**src/rtl/track_pkg.sv**
```systemverilog
// Shared types and defaults for the single-track section arbiter.
package track_pkg;

  typedef enum logic [2:0] {
    IDLE,
    RUN_EB,
    RUN_WB,
    DRAIN,
    CLEAR,
    FAULT
  } arb_state_t;

  localparam logic DIR_EB = 1'b1;
  localparam logic DIR_WB = 1'b0;

  localparam int DEF_CNT_W        = 4;
  localparam int DEF_MAX_BATCH    = 3;
  localparam int DEF_CLEAR_CYCLES = 8;
  localparam int DEF_TMR_W        = 8;

endpackage

```
**src/rtl/section_counter.sv**
```systemverilog
// Saturating up/down count of trains inside the section. The error flags are
// combinational so the arbiter can react on the same edge as the bad pulse.
module section_counter #(
  parameter int CNT_W = 4
) (
  input  logic             clk,
  input  logic             reset,
  input  logic             inc,
  input  logic             dec,
  output logic [CNT_W-1:0] count,
  output logic             ovf_err,
  output logic             unf_err
);

  logic [CNT_W-1:0] count_q, count_d;

  // Next count: simultaneous inc/dec cancel, and a bound hit holds the value.
  always_comb begin
    // NOTE: every comb output gets a default first so no path infers a latch.
    count_d = count_q;
    ovf_err = 1'b0;
    unf_err = 1'b0;
    if (inc && !dec) begin
      if (count_q == '1) ovf_err = 1'b1;
      else               count_d = count_q + CNT_W'(1);
    end else if (dec && !inc) begin
      if (count_q == '0) unf_err = 1'b1;
      else               count_d = count_q - CNT_W'(1);
    end
  end

  // Count register.
  always_ff @(posedge clk or negedge reset) begin
    // NOTE: non-blocking assignments keep every flop updating from pre-edge values.
    if (!reset) count_q <= '0;
    else        count_q <= count_d;
  end

  assign count = count_q;

endmodule

```
**src/rtl/single_track_arbiter.sv**
```systemverilog
// Grants a single-track section to one direction at a time, counts trains in
// and out, and drains plus clears the section before reversing direction.
module single_track_arbiter
  import track_pkg::*;
#(
  parameter int CNT_W        = DEF_CNT_W,
  parameter int MAX_BATCH    = DEF_MAX_BATCH,
  parameter int CLEAR_CYCLES = DEF_CLEAR_CYCLES,
  parameter int TMR_W        = DEF_TMR_W
) (
  input  logic             clk,
  input  logic             reset,
  input  logic             req_w,
  input  logic             req_e,
  input  logic             sens_w,
  input  logic             sens_e,
  output logic             sig_w,
  output logic             sig_e,
  output logic             dir_eb,
  output logic             busy,
  output logic [CNT_W-1:0] occupancy,
  output logic             fault
);

  localparam int BATCH_W = (MAX_BATCH < 1) ? 1 : $clog2(MAX_BATCH + 1);
  localparam logic [BATCH_W-1:0] BATCH_MAX = BATCH_W'(MAX_BATCH);

  arb_state_t         state_q, state_d;
  logic [BATCH_W-1:0] batch_q, batch_d;
  logic [TMR_W-1:0]   timer_q, timer_d;
  logic               dir_eb_q, dir_eb_d;
  logic               last_dir_q, last_dir_d;
  logic               sig_w_q, sig_w_d;
  logic               sig_e_q, sig_e_d;
  logic               busy_q, busy_d;
  logic               fault_q, fault_d;

  logic entry_pulse, exit_pulse, own_req, other_req, running;
  logic cnt_inc, cnt_dec, ovf_err, unf_err;

  // Map the physical sensors/requests onto the granted direction.
  assign entry_pulse = dir_eb_q ? sens_w : sens_e;
  assign exit_pulse  = dir_eb_q ? sens_e : sens_w;
  assign own_req     = dir_eb_q ? req_w  : req_e;
  assign other_req   = dir_eb_q ? req_e  : req_w;
  assign running     = (state_q == RUN_EB) || (state_q == RUN_WB);

  // Counting is live only while a grant is running or the section drains.
  assign cnt_inc = running & entry_pulse;
  assign cnt_dec = (running || (state_q == DRAIN)) & exit_pulse;

  section_counter #(.CNT_W(CNT_W)) u_counter (
    .clk     (clk),
    .reset   (reset),
    .inc     (cnt_inc),
    .dec     (cnt_dec),
    .count   (occupancy),
    .ovf_err (ovf_err),
    .unf_err (unf_err)
  );

  // Next-state, batch/timer/direction updates and registered-output values.
  always_comb begin
    state_d    = state_q;
    batch_d    = batch_q;
    timer_d    = timer_q;
    dir_eb_d   = dir_eb_q;
    last_dir_d = last_dir_q;

    unique case (state_q)
      IDLE: begin
        if (sens_w || sens_e) begin
          state_d = FAULT;
        end else if (req_w && (!req_e || last_dir_q == DIR_WB)) begin
          state_d  = RUN_EB;
          dir_eb_d = DIR_EB;
          batch_d  = '0;
        end else if (req_e) begin
          state_d  = RUN_WB;
          dir_eb_d = DIR_WB;
          batch_d  = '0;
        end
      end
      RUN_EB, RUN_WB: begin
        if (entry_pulse && batch_q != BATCH_MAX) batch_d = batch_q + BATCH_W'(1);
        if (ovf_err || unf_err)                          state_d = FAULT;
        else if (!own_req || (batch_d == BATCH_MAX && other_req)) state_d = DRAIN;
      end
      DRAIN: begin
        if (entry_pulse || unf_err) begin
          state_d = FAULT;
        end else if (occupancy == '0) begin
          timer_d = TMR_W'(CLEAR_CYCLES);
          state_d = CLEAR;
        end
      end
      CLEAR: begin
        if (sens_w || sens_e) begin
          state_d = FAULT;
        end else if (timer_q <= TMR_W'(1)) begin
          timer_d    = '0;
          last_dir_d = dir_eb_q;
          state_d    = IDLE;
        end else begin
          timer_d = timer_q - TMR_W'(1);
        end
      end
      FAULT:   state_d = FAULT;
      default: state_d = FAULT;
    endcase

    sig_w_d = (state_d == RUN_EB);
    sig_e_d = (state_d == RUN_WB);
    busy_d  = (state_d != IDLE);
    fault_d = (state_d == FAULT);
  end

  // State and output registers; reset aborts straight to the idle values.
  always_ff @(posedge clk or negedge reset) begin
    if (!reset) begin
      state_q    <= IDLE;
      batch_q    <= '0;
      timer_q    <= '0;
      dir_eb_q   <= 1'b0;
      last_dir_q <= DIR_WB;
      sig_w_q    <= 1'b0;
      sig_e_q    <= 1'b0;
      busy_q     <= 1'b0;
      fault_q    <= 1'b0;
    end else begin
      state_q    <= state_d;
      batch_q    <= batch_d;
      timer_q    <= timer_d;
      dir_eb_q   <= dir_eb_d;
      last_dir_q <= last_dir_d;
      sig_w_q    <= sig_w_d;
      sig_e_q    <= sig_e_d;
      busy_q     <= busy_d;
      fault_q    <= fault_d;
    end
  end

  assign sig_w  = sig_w_q;
  assign sig_e  = sig_e_q;
  assign dir_eb = dir_eb_q;
  assign busy   = busy_q;
  assign fault  = fault_q;

endmodule

```
**config.mk**
```make
export PLATFORM = sky130hd
export DESIGN_NAME = single_track_arbiter
export DESIGN_NICKNAME = d
export VERILOG_FILES = /design/src/rtl/track_pkg.sv /design/src/rtl/section_counter.sv /design/src/rtl/single_track_arbiter.sv
export SDC_FILE = /design/constraint.sdc
export NUM_CORES = 1
export LEC_CHECK = 0
export CORE_UTILIZATION = 45
export CTS_CLUSTER_DIAMETER = 200
export CTS_CLUSTER_SIZE = 20
export DETAILED_ROUTE_END_ITERATION = 12
export DONT_BUFFER_PORTS = 1
export HOLD_SLACK_MARGIN = 0.05
export PLACE_DENSITY = 0.71
export SLEW_MARGIN = 5
export SYNTH_ARGS = -nofsm -noshare
export SYNTH_HDL_FRONTEND = slang
export SYNTH_HIERARCHICAL = 1
export SYNTH_SLANG_ARGS = --single-unit
```
**constraint.sdc**
```tcl
create_clock -name clk -period 2.85 [get_ports clk]
set_clock_uncertainty 0.1 [all_clocks]
set_input_delay 0.57 -clock clk [delete_from_list [all_inputs] [get_ports clk]]
set_output_delay 0.57 -clock clk [all_outputs]
set_load 0.05 [all_outputs]
```
==> impl_summary.md, run 1 <==
Status
The flow ran to the end, and the final reports show no timing, DRC or antenna violations.

Yosys
The number of nets handed over by synthesis was around 190. The sequential fraction of the synthesis area is 0.3633. The register bit total from synthesis is 23. In this run, distinct cell masters in the synthesized netlist total 49. The fraction of post-synthesis cell area in the top cell type by area is 0.3633. The async set-reset flop share out of synthesis is 1.000.

The mapped netlist covers 1584 um^2. The leading area contributor after synthesis is sky130_fd_sc_hd__dfrtp_1. In the post-synthesis netlist, the biggest area contributors are sky130_fd_sc_hd__dfrtp_1 (36%), sky130_fd_sc_hd__ha_1 (6.3%), sky130_fd_sc_hd__nor2_1 (5.7%). For this run, the number of Yosys warnings is 6. Averaged over all synthesized cells, the footprint is 9.209 um^2. The number of enable flip-flop cells after synthesis is 0.

Among all flip-flop cells after synthesis, the most frequent one is sky130_fd_sc_hd__dfrtp_1. The number of cells produced by synthesis is 172.

Floorplanning
The die width is 61.33 um. The top-level I/O count is 15. The total area inside the core boundary comes to 3363 um^2. The overall die area is 3761 um^2. The row count is 21. The starting density of the core is 0.4710. The die height is 61.33 um.

Timing
The number of pins exceeding their max-slew limit in the final report is 0. The worst relative slew slack is 0.2895. The share of the cycle needed by the critical path after routing is 0.9446. Subtracting the final worst setup slack from the clock period gives 2.692 ns. The final total negative setup slack is 0 ns. In the post-route analysis, the smallest setup slack over all paths is ~0.16 ns. Based on the critical path, the design can be clocked at up to 371.4 MHz.

The final hold violation count is 0. Hold timing on the final database bottoms out at a slack of 0.3046 ns. Setup violations remaining at the end of the flow were counted as 0. The actual slew at the worst max-slew pin is 1.062 ns.

Global routing
The global-route wire length before repair is 5526 um. The largest net degree at the start of global routing is 24. The number of antenna violations at the first check in global routing is 0. The number of global-route vias before repair came to between 1,000 and 1,500.

For this run, the total global-route usage over all layers was measured as 0.1975. The aggregate global routing overflow is 0.

Clocking
The number of buffers inserted during clock tree synthesis is 3. The number of clock sinks seen by CTS is 23. After clock tree synthesis, the clock-pin slew on the worst setup and hold paths is 0.13 ns. At the later pin of the worst-skew pair, clock insertion delay measures between 0.3 and 0.4 ns. The clock root buffer is sky130_fd_sc_hd__clkbuf_4.

The number of setup buffers added after CTS is 0. In this run the number of H-tree levels came out at 1. TritonCTS built the clock tree.

The worst-case clock buffer depth is 2.

Finish
The final net count is 197. In the final layout, the share of cells above drive strength 1 is 0.1923. The layout-stage area growth over the synthesis result is 10.43%. The antenna diode instance count is 0.

Drt
The via count of the routed design is 1,316. After detailed routing, the wire length on met1 is 1628 um. The mean number of vias per cell is between 5 and 6. The length of the first detailed-routing pass in iterations is 4. After detailed routing, the number of remaining DRC violations is 0. Wire segments on met2 add up to around 1500 um in the final route. The average routed wire per standard cell is 14.81 um. The final antenna-violating net count is 0.

For this block, the initial DRC count from the detailed router was approximately 100. The sum of routed wire length over all layers is roughly 3400 um. The highest layer used for signal routing is met4. Wire segments on met3 add up to 192 um in the final route.

Worst setup path
Along the worst path, the maximum fanout reaches 9. The endpoint class of the critical path is a flip-flop. The endpoint of the worst setup timing path is sig_w. The most critical setup path has its startpoint at dir_eb. The slowest stage of the critical path is the sky130_fd_sc_hd__dfrtp_2 cell.

In this run the critical register-to-register path is launched from dir_eb. The delay of the slowest cell on the worst path is 0.49 ns. In this run the register-to-register setup slack is 0.16 ns. At the worst endpoint, the required time is 2.98 ns. The signal on the critical path passes through mux2i_1, nor3_1, inv_1, ha_1, nor3b_4, and3b_1, o22ai_1, nor4_1, a21oi_1, nor3b_1. The sort of element at the start of the critical path is a flip-flop. The capture point of the worst reg-to-reg path is sig_w. For the worst setup path, the data arrival time is 2.82 ns. The number of cells traversed by the worst register-to-register path is 10. The worst setup path is of the reg2reg kind.

Pwr
In this run the power density over the cells is 1294 nW/um^2. The static leakage power is 0.0007424 uW. The maximum vdd drop is 0.5497 mV.

Hold path
The path type of the worst min-delay path is in2reg.

Flow run
Max-cap violations in this run came to 0.

Placed design
The quantity of I/O buffers inserted on ports is 0. After legalization and detailed placement, the total HPWL measured 2522 um. OpenSTA, run right after detailed placement, puts the worst setup slack at -0.01163 ns.

The routability congestion estimate is slightly below 0.9.
## cells in the mapped netlist (3+ instances only)
cell type,number
sky130_fd_sc_hd__mux2i_1,4
sky130_fd_sc_hd__buf_6,3
sky130_fd_sc_hd__and3_1,3
sky130_fd_sc_hd__nand2_1,7
sky130_fd_sc_hd__o31ai_1,3
sky130_fd_sc_hd__clkbuf_1,3
sky130_fd_sc_hd__a21oi_1,7
sky130_fd_sc_hd__nand3b_1,4
sky130_fd_sc_hd__a211oi_1,4
sky130_fd_sc_hd__inv_1,7
sky130_fd_sc_hd__nor3b_1,4
sky130_fd_sc_hd__o21ai_0,13
sky130_fd_sc_hd__nor3_1,5
sky130_fd_sc_hd__nor2_1,24
sky130_fd_sc_hd__nor4_1,3
sky130_fd_sc_hd__dfrtp_1,23
sky130_fd_sc_hd__xnor2_1,4
sky130_fd_sc_hd__ha_1,8
## kinds of logic (layout without fill, tap and decap cells)
| kind of cell | after synthesis | after routing | share of synthesized area |
|---|---|---|---|
| mux | 9 | 9 | 0.06714 |
| buf+inv | 15 | 25 | 0.05134 |
| fa+ha+maj | 8 | 8 | 0.06319 |
| simple gates | 72 | 72 | 0.2607 |
| compound gates | 40 | 40 | 0.1667 |
| flops | 23 | 23 | 0.3633 |
| xor+xnor | 5 | 5 | 0.02764 |
## worst max-delay path: cells and delay by family (launching register included)
kind                     cells  cell delay, ns
AO/OA/AOI/OAI                2            0.49
adder cells (fa/ha/maj)      1            0.24
buffers and inverters        1            0.11
flip-flops                   1            0.49
multiplexers                 1            0.16
AND/OR/NAND/NOR              5            1.02
## final cells by class
class                   instances  area [um^2]
fillers                       327         1614
flip-flops and latches         23        576.8
well taps                      46        57.56
inverters                       7        26.28
clock inverters                 1        5.005
clock buffers                   3        22.52
repair buffers                 14        107.6
multi-input cells             134        953.4
## per-stage QoR
step / total power (uW) / instances / cell area (um^2) / util
floorplan: 1786 / 172 / 1585 / -
global placement: 2015 / 223 / 1685 / 0.5011
detailed placement: 2067 / 223 / 1685 / 0.5011
CTS: 2237 / 228 / 1728 / 0.5138
global route: 2452 / 228 / 1749 / 0.5201
finish: 2263 / 228 / 1749 / 0.5201
## cell usage in the layout (no fill, tap or decap), drive strengths merged, types with 2 or more instances in the layout
| master | instances |
|---|---|
| a21oi | 7 |
| o211ai | 2 |
| nor2 | 26 |
| o31ai | 3 |
| o41ai | 2 |
| nand3b | 4 |
| nor3 | 6 |
| or4 | 4 |
| nand2b | 2 |
| o21ai | 14 |
| nor3b | 4 |
| xnor2 | 4 |
| dfrtp | 23 |
| ha | 8 |
| nand3 | 3 |
| inv | 7 |
| clkbuf | 3 |
| or3 | 2 |
| mux2i | 5 |
| or2 | 2 |
| and3 | 3 |
| mux2 | 4 |
| a211oi | 4 |
| nand2 | 7 |
| nor4 | 4 |
| buf | 13 |
## worst min path at each step
stage / start / to / slack (ns) / cells after the start
2_1_floorplan: reset / batch_q[0] / 0.17 / 0
3_3_place_gp: reset / batch_q[1] / 0.18 / 0
3_5_place_dp: reset / batch_q[1] / 0.18 / 0
4_1_cts: req_w / dir_eb / 0.30 / 2
5_1_grt: req_w / dir_eb / 0.33 / 2
6_report: req_w / dir_eb / 0.30 / 2
## timing repair
action,CTS,global route
hold endpoints to repair,23,0
pin swaps,0,1
endpoints found under the setup margin,1,11
resized for setup,1,4
hold buffers,1,0
## metal layers
metal	vias to the layer above	GRT usage
li1	652	-
met1	632	0.2731
met2	28	0.3152
met3	4	0.03571
met4	0	0.06349
met5	-	0
## flip-flops by register name (all words and copies together), names as in the netlist
name	count
sig_e	1
timer_q	8
batch_q	2
fault	1
busy	1
u_counter/count	4
dir_eb	1
state_q	3
sig_w	1
last_dir_q	1
## where the power goes
| group | switching [uW] | internal [uW] |
|---|---|---|
| Combinational | 808 | 585 |
| Clock | 102 | 52.5 |
| Sequential | 244 | 471 |
(Power assumes the default switching activity.)
==> run 2, diff against run 1 <==
--- a/config.mk
+++ b/config.mk
@@ -5,6 +5,7 @@
 export SDC_FILE = /design/constraint.sdc
 export NUM_CORES = 1
 export LEC_CHECK = 0
+export ABC_CLOCK_PERIOD_IN_PS = 2850
 export CORE_UTILIZATION = 45
 export CTS_CLUSTER_DIAMETER = 200
 export CTS_CLUSTER_SIZE = 20
@@ -15,5 +16,4 @@
 export SLEW_MARGIN = 5
 export SYNTH_ARGS = -nofsm -noshare
 export SYNTH_HDL_FRONTEND = slang
-export SYNTH_HIERARCHICAL = 1
 export SYNTH_SLANG_ARGS = --single-unit
==> run 2 against run 1 <==
Sequential cell count unchanged; core utilization down 0.13 points; first-iteration DRC count up 13%; sequential share of layout area up 2.5 points; critical path type unchanged; hold slack better by 0.0077 ns; highest routed layer unchanged.
==> impl_summary.md, run 2 <==
Timing
The number of pins exceeding their max-slew limit in the final report is 0. The final count of negative-setup-slack endpoints is 0. Setup repair after global routing left no endpoint under its margin. Dividing the final minimum period by the clock period gives 0.9181. The routed design could run at a clock period as short as between 2 and 3 ns.

The final total negative setup slack is 0 ns. At the pin with the least slew margin, the transition time is 1.066 ns. The final hold slack is ~0.31 ns. The achievable clock frequency is 382.2 MHz.

The worst relative slew slack is 0.2869. The final hold violation count is 0.

Finish
The most frequent standard cell in the layout excluding fill and tap cells is sky130_fd_sc_hd__dfrtp_1. The final net count is 177. The fill cell instance count of the final layout is 283. Counting flops per register, the top entry is timer_q.

The register with the most flip-flops in the layout has 8 of them. The share of post-route cells with drive strength above 1 is 0.1524. The number of antenna diodes in the final layout is 0.

The count of placed standard cells in the final layout, fillers left out is between 200 and 250. In the layout the commonest cells are sky130_fd_sc_hd__dfrtp_1 (23), sky130_fd_sc_hd__nand2_1 (14), sky130_fd_sc_hd__a21oi_1 (12), sky130_fd_sc_hd__o21ai_0 (12), sky130_fd_sc_hd__nor2_1 (11). The layout-stage area growth over the synthesis result is 6.138%.

Yosys
By area the synthesized netlist is led by sky130_fd_sc_hd__dfrtp_1 (38%), sky130_fd_sc_hd__ha_1 (4.1%), sky130_fd_sc_hd__a21oi_1 (3.9%). Yosys mapped the design onto 54 distinct sky130hd cell types. In the synthesized netlist the async set-or-reset flop fraction comes to 1.000. The most frequently used flop master after synthesis is sky130_fd_sc_hd__dfrtp_1. The number of nets handed over by synthesis was 172. Counting instances in the post-synthesis netlist gives the leading cell types as sky130_fd_sc_hd__dfrtp_1 (23), sky130_fd_sc_hd__nand2_1 (14), sky130_fd_sc_hd__a21oi_1 (12), sky130_fd_sc_hd__o21ai_0 (12), sky130_fd_sc_hd__nor2_1 (11). Yosys instantiated no cell more often than sky130_fd_sc_hd__dfrtp_1. The number of enable flip-flop cells after synthesis is 0. The leading area contributor after synthesis is sky130_fd_sc_hd__dfrtp_1.

The total number of yosys warnings is 0. A synthesized cell averages 9.556 um^2. The post-synthesis instance area is 1529 um^2. The register bit total from synthesis is 23.

The sequential fraction of the synthesis area is 0.3764. After technology mapping, the gate count stands at 160. Of the post-synthesis cell area, the dominant cell type holds 0.3764.

Worst setup path
The sort of element at the start of the critical path is a flip-flop. Data on the critical path is required at its endpoint by 2.93 ns. Among all stages on the critical path, the largest delay is contributed by sky130_fd_sc_hd__a2111oi_2. Traced cell by cell, the critical path runs through nor2_1, a2111oi_2, a21oi_1, a311o_1, nand4bb_1. Data arrives at the worst endpoint at about 2.7 ns. The kind of critical path is reg2reg.

In this design, the stage delay of the slowest critical-path cell is 0.75 ns. The biggest fanout along the worst timing path is 13. The worst setup path is captured at a flip-flop.

Clocking
The later-pin clock latency in the skew report is roughly 0.31 ns. The clock root buffer is sky130_fd_sc_hd__clkbuf_4. Counting every sink on the clock net gives 23. The number of H-tree levels is 1. The worst-case clock buffer depth is 2.

The number of buffers inserted during clock tree synthesis is 3. Gates resized during post-CTS repair numbered 0. The TritonCTS clock tree is yes.

After clock tree synthesis, the clock-pin slew on the worst setup and hold paths is 0.14 ns.

Floorplanning
The row count is 20. The die height is 60.29 um. The core outline area is roughly 3100 um^2.

The overall die area is about 3600 um^2. The die width is 60.29 um. The top-level I/O count is 15. The starting density of the core is 0.4888.

Pwr
Dividing total power by cell area gives a power density of between 300 and 400 nW/um^2. Power comes to 538.3 uW. Across the VDD grid, the largest voltage drop is 0.1809 mV. The static leakage power is 0.0006931 uW.

Placed design
The post-DP HPWL is around 2500 um. The routability congestion estimate is 0.9177. The placed instance count is roughly 200. The count of buffers added on input and output ports is 0.

Drt
The highest layer used for signal routing is met4. After detailed routing, the average wire length per cell comes to 16.14 um. The length of routed met2 wiring is about 1700 um. The number of design rule violations left after detail routing is 0. In the detailed route, the total length drawn on met3 is 192 um.

Once detail routing completed, the nets flagged for antenna violations numbered 0. The number of design-rule violations left by the first detailed-router iteration is 118. Dividing the detail-routed via count by the number of cells gives 6.216. For this run, the detailed router's first-pass iteration total came to 5.

The sum of routed wire length over all layers is 3357 um. For this block, wires on met1 add up to 1414 um. The via count of the routed design is 1,293.

Global routing
The number of global-route vias before repair came to 1,242. The largest net degree at the start of global routing is 24. The number of antenna violations at the first check in global routing is 0.

The global-route usage over all layers is 0.2063. The global-route wire length before repair is between 5000 and 6000 um. The total overflow left after global routing is 0.

Hold path
The path type of the worst min-delay path is in2reg.

Flow run
Max-cap violations in this run came to 0.

Status
The run finished with clean final reports.
run 2: cell count changes after synthesis, sizes merged, moves of 3 or more:
| cell | previous run | this run |
|---|---|---|
| ha | 8 | 5 |
| nor3b | 4 | 0 |
| a21oi | 7 | 12 |
| clkbuf | 3 | 0 |
| nand2 | 7 | 14 |
| nand3b | 4 | 1 |
| nor2 | 26 | 11 |
run 2: worst max-delay path, delay by kind of cell, from the launching register on:
kind	cells	cell delay (ns)
AO/OA/AOI/OAI	3	1.35
flip-flops	1	0.62
AND/OR/NAND/NOR	2	0.40
run 2: final timing paths:
path / depth (start not counted) / startpoint / slack, ns / end
setup / recovery: 5 / state_q[0] / 0.23 / busy
hold / removal: 2 / req_w / 0.31 / dir_eb
setup reg to reg: 5 / state_q[0] / 0.23 / busy
hold reg to reg: 1 / timer_q[7] / 0.41 / timer_q[7]
max in group asynchronous: 1 / reset / 1.23 / timer_q[2]
min in group asynchronous: 1 / reset / 0.78 / batch_q[1]
run 2: kinds of logic after synthesis:
| family | after synthesis | synth area share |
|---|---|---|
| simple gates | 56 | 0.1956 |
| compound gates | 50 | 0.2521 |
| flops | 23 | 0.3764 |
| buf+inv | 13 | 0.04419 |
| mux | 7 | 0.04910 |
| fa+ha+maj | 6 | 0.05401 |
| xor+xnor | 5 | 0.02865 |
run 2: through the flow:
stage | utilization | worst slack, ns | area (um^2)
6_report | 0.5188 | 0.2335 | 1623
5_1_grt | 0.5188 | 0.06604 | 1623
4_1_cts | 0.5188 | 0.2774 | 1623
3_5_place_dp | 0.5068 | 0.1851 | 1585
3_3_place_gp | 0.5068 | 0.2488 | 1585
2_1_floorplan | - | 0.07849 | 1534
run 2: what timing repair did:
item                                   in CTS  in global routing
hold buffers                                1                  0
setup buffers                               0                  0
setup endpoints to repair                   0                  0
endpoints found under the hold margin      23                  0
run 2: layer usage:
metal | global-route usage | up-vias
met5 | 0 | -
met2 | 0.3501 | 47
met3 | 0.04545 | 10
met1 | 0.2520 | 625
met4 | 0.07973 | 0
li1 | - | 611
run 2: cell type report:
class | count | area, um^2 | area share
multi-input cells | 124 | 890.9 | 0.5490
flip-flops and latches | 23 | 575.6 | 0.3547
well taps | 44 | 55.05 | 0.03392
repair buffers | 6 | 47.55 | 0.02930
inverters | 7 | 26.28 | 0.01619
clock buffers | 3 | 22.52 | 0.01388
clock inverters | 1 | 5.005 | 0.003084
run 2: power breakdown:
part | switching, uW | internal (uW)
combinational | 31.5 | 16.7
clock | 106 | 52.5
sequential | 2.60 | 329
==> run 3, diff against run 2 <==
--- a/config.mk
+++ b/config.mk
@@ -6,13 +6,13 @@
 export NUM_CORES = 1
 export LEC_CHECK = 0
 export ABC_CLOCK_PERIOD_IN_PS = 2850
+export BUFFER_PORTS_ARGS = -buffer_cell sky130_fd_sc_hd__buf_2
 export CORE_UTILIZATION = 45
 export CTS_CLUSTER_DIAMETER = 200
 export CTS_CLUSTER_SIZE = 20
 export DETAILED_ROUTE_END_ITERATION = 12
-export DONT_BUFFER_PORTS = 1
 export HOLD_SLACK_MARGIN = 0.05
-export PLACE_DENSITY = 0.71
+export PLACE_DENSITY = 0.72
 export SLEW_MARGIN = 5
 export SYNTH_ARGS = -nofsm -noshare
 export SYNTH_HDL_FRONTEND = slang
==> run 3 against run 2 <==
Sequential power is essentially flat; setup slack gained 0.0070 ns; hold slack lost 0.22 ns; cell area grew 2.3%; global-route usage shrank 0.083 points; non-clock buffer count grew 10; first-iteration DRC count shrank 64%; die area is the same; critical path type unchanged.
==> impl_summary.md, run 3 (synthesis gave the netlist of run 2 again) <==
Status
The flow ran to the end, and the final reports show no timing, DRC or antenna violations.

Pwr
Summed over all cells, the static leakage comes to 0.0007352 uW. The maximum vdd drop is 0.2995 mV. The internal power of the cells is 398.7 uW.

Summing internal, switching and leakage power gives 550.1 uW. For this design the total switching power over the nets is 151.4 uW. Of the total power, registers draw 0.607. The share of total power dissipated in the clock network is 0.300.

The part of the total power dissipated in combinational logic is 0.094. The ratio of total power to cell area is roughly 330 nW/um^2. Of the total power, the share spent switching nets is 0.2752.

Clocking
The number of gates resized after CTS was 0. The worst-case clock buffer depth is 2. CTS built an H-tree with a depth of 1. The clock root buffer is sky130_fd_sc_hd__clkbuf_4.

The number of clock sinks seen by CTS is 23. The TritonCTS clock tree is yes. Counting the buffers created by CTS gives 3. The later-pin clock latency in the skew report is between 0.3 and 0.4 ns. Clock-pin slew was measured on the worst setup and hold paths at 0.15 ns. The number of hold buffers added after CTS was 0.

The number of setup buffers added after CTS is 0.

Finish
The library cell used most frequently in the layout, excluding fill and tap cells, is sky130_fd_sc_hd__dfrtp_1. 0 antenna diodes ended up in the layout. The number of flip-flops under the largest register name is 8.

Leaving out fill and tap cells, the most frequent cells in the layout are sky130_fd_sc_hd__dfrtp_1 (23), sky130_fd_sc_hd__nand2_1 (14), sky130_fd_sc_hd__buf_2 (14). Ranked by flip-flop count, first place goes to timer_q. The share of post-route cells with drive strength above 1 is 0.2069. Compared with the post-synthesis result, the final layout area differs by 8.592%. The final net count is approximately 190. For this run, the number of standard cells in the final layout without fillers is 218.

Worst setup path
The number of buffers and inverters on the critical path is 1. The signal on the critical path passes through or3b_1, a211oi_2, inv_1, ha_1, a21o_1, a21oi_1, xnor2_1, a21oi_1, xor2_1. The kind of critical path is reg2reg. The beginning of the worst register-to-register path is dir_eb. In this run the worst setup path begins at dir_eb. The data required time of the worst path is 3.01 ns.

The cell with the most instances on the worst path is sky130_fd_sc_hd__a21oi_1. Among all stages on the critical path, the largest delay is contributed by sky130_fd_sc_hd__dfrtp_1. The data arrival time of the critical path is 2.77 ns. The worst setup path is captured at a flip-flop. Along the worst path, the maximum fanout reaches 8. The cell family contributing the most delay on the critical path is compound AO/OA/AOI/OAI gates. The sort of element at the start of the critical path is a flip-flop. The delay of the slowest cell on the worst path is 0.51 ns.

Drt
After detailed routing, the met2 layer carries between 1500 and 2000 um of wire. The number of design rule violations left after detail routing is 0. Wires add up to around 3300 um. The wire length on met3 is ~93 um. The final route contains 1,328 vias.

The detailed-routing wirelength on met1 is between 1000 and 1500 um. The detailed router finished its first iteration with 43 violations. The mean number of vias per cell is 6.092. Once detail routing completed, the nets flagged for antenna violations numbered 0.

After detailed routing, the average wire length per cell comes to 15.15 um. The first TritonRoute pass finished after 4 iterations. The highest layer used for signal routing is met4.

Flow run
Max-cap violations in this run came to 0.

Timing
The number of pins exceeding their max-slew limit in the final report came to 0. After routing, the total negative slack on setup checks comes to 0 ns. After layout, the minimum clock period comes to 2.610 ns. The final count of negative-setup-slack endpoints is 0. The share of the cycle needed by the critical path after routing is 0.9156. The final worst slack is 0.2404 ns. Hold is met by about 0.090 ns.

The actual slew at the worst max-slew pin is approximately 0.57 ns. The worst relative slew slack is 0.6205. Timing would allow up to roughly 380 MHz. The final hold violation count is 0.

Setup repair after global routing left no endpoint under its margin.

Global routing
For this run the aggregate overflow at the end of global routing stands at 0. The global-route wire length before repair is 5533 um. The number of global-route vias before repair is 1,262.

Entering global routing, the biggest net connects 24 pins. The number of antenna violations at the first check in global routing is 0. Across every metal layer, demand over resource in global routing totals 0.2055.

Floorplanning
The row count is 20. The overall die area is 3635 um^2. The die height is 60.29 um. The top-level I/O count is 15. The total area inside the core boundary comes to 3128 um^2. The die is 60.29 um wide. The initial utilization of the core area, before any placement, comes to 0.4888.

Placed design
At the placement stage, the worst setup path has a slack of approximately 0.054 ns. The placed instance count is 214. During placement, the flow inserted port buffers numbering 14. The routability congestion estimate is 0.9095. The HPWL after detailed placement is 2445 um.

Hold path
In this run the worst hold path is classified as in2async.
## run 3: layout make-up
class                   count  area, um^2
flip-flops and latches     23       575.6
clock inverters             1       5.005
repair buffers             16       85.08
inverters                   7       26.28
fillers                   286        1468
well taps                  44       55.05
clock buffers               3       22.52
multi-input cells         124       890.9
## run 3: worst reg2reg max path: stages (launching register included)
cell                       delay, ns
sky130_fd_sc_hd__dfrtp_1        0.51
sky130_fd_sc_hd__or3b_1         0.46
sky130_fd_sc_hd__a211oi_2       0.27
sky130_fd_sc_hd__inv_1          0.12
sky130_fd_sc_hd__ha_1           0.29
sky130_fd_sc_hd__a21o_1         0.18
sky130_fd_sc_hd__a21oi_1        0.18
sky130_fd_sc_hd__xnor2_1        0.09
sky130_fd_sc_hd__a21oi_1        0.17
sky130_fd_sc_hd__xor2_1         0.18
## run 3: per-layer routing
metal  vias to the layer above  track usage
met5                         -            0
met1                       660       0.2386
met3                         6      0.04113
met2                        28       0.3548
met4                         0       0.1030
li1                        634            -
## run 3: worst paths after layout
path                                 endpoint  slack, ns  cells after the start
min in group clk                   timer_q[7]       0.39                      1
max in group asynchronous          state_q[2]       2.19                      1
setup / recovery           u_counter.count[3]       0.24                      9
hold reg to reg                    timer_q[7]       0.39                      1
hold / removal             u_counter.count[3]       0.09                      1
setup reg to reg           u_counter.count[3]       0.24                      9
## run 3: stage by stage
stage	instance area [um^2]	utilization
2_1_floorplan	1534	-
3_3_place_gp	1633	0.5220
3_5_place_dp	1633	0.5220
4_1_cts	1660	0.5308
5_1_grt	1660	0.5308
6_report	1660	0.5308
## run 3: power by group through the flow
stage	Sequential, uW	Combinational [uW]	Clock, uW
6_report	334	51.5	165
5_1_grt	334	57.6	186
4_1_cts	334	51.6	166
3_5_place_dp	340	51.3	0
3_3_place_gp	339	49.4	0
2_1_floorplan	346	26.2	0
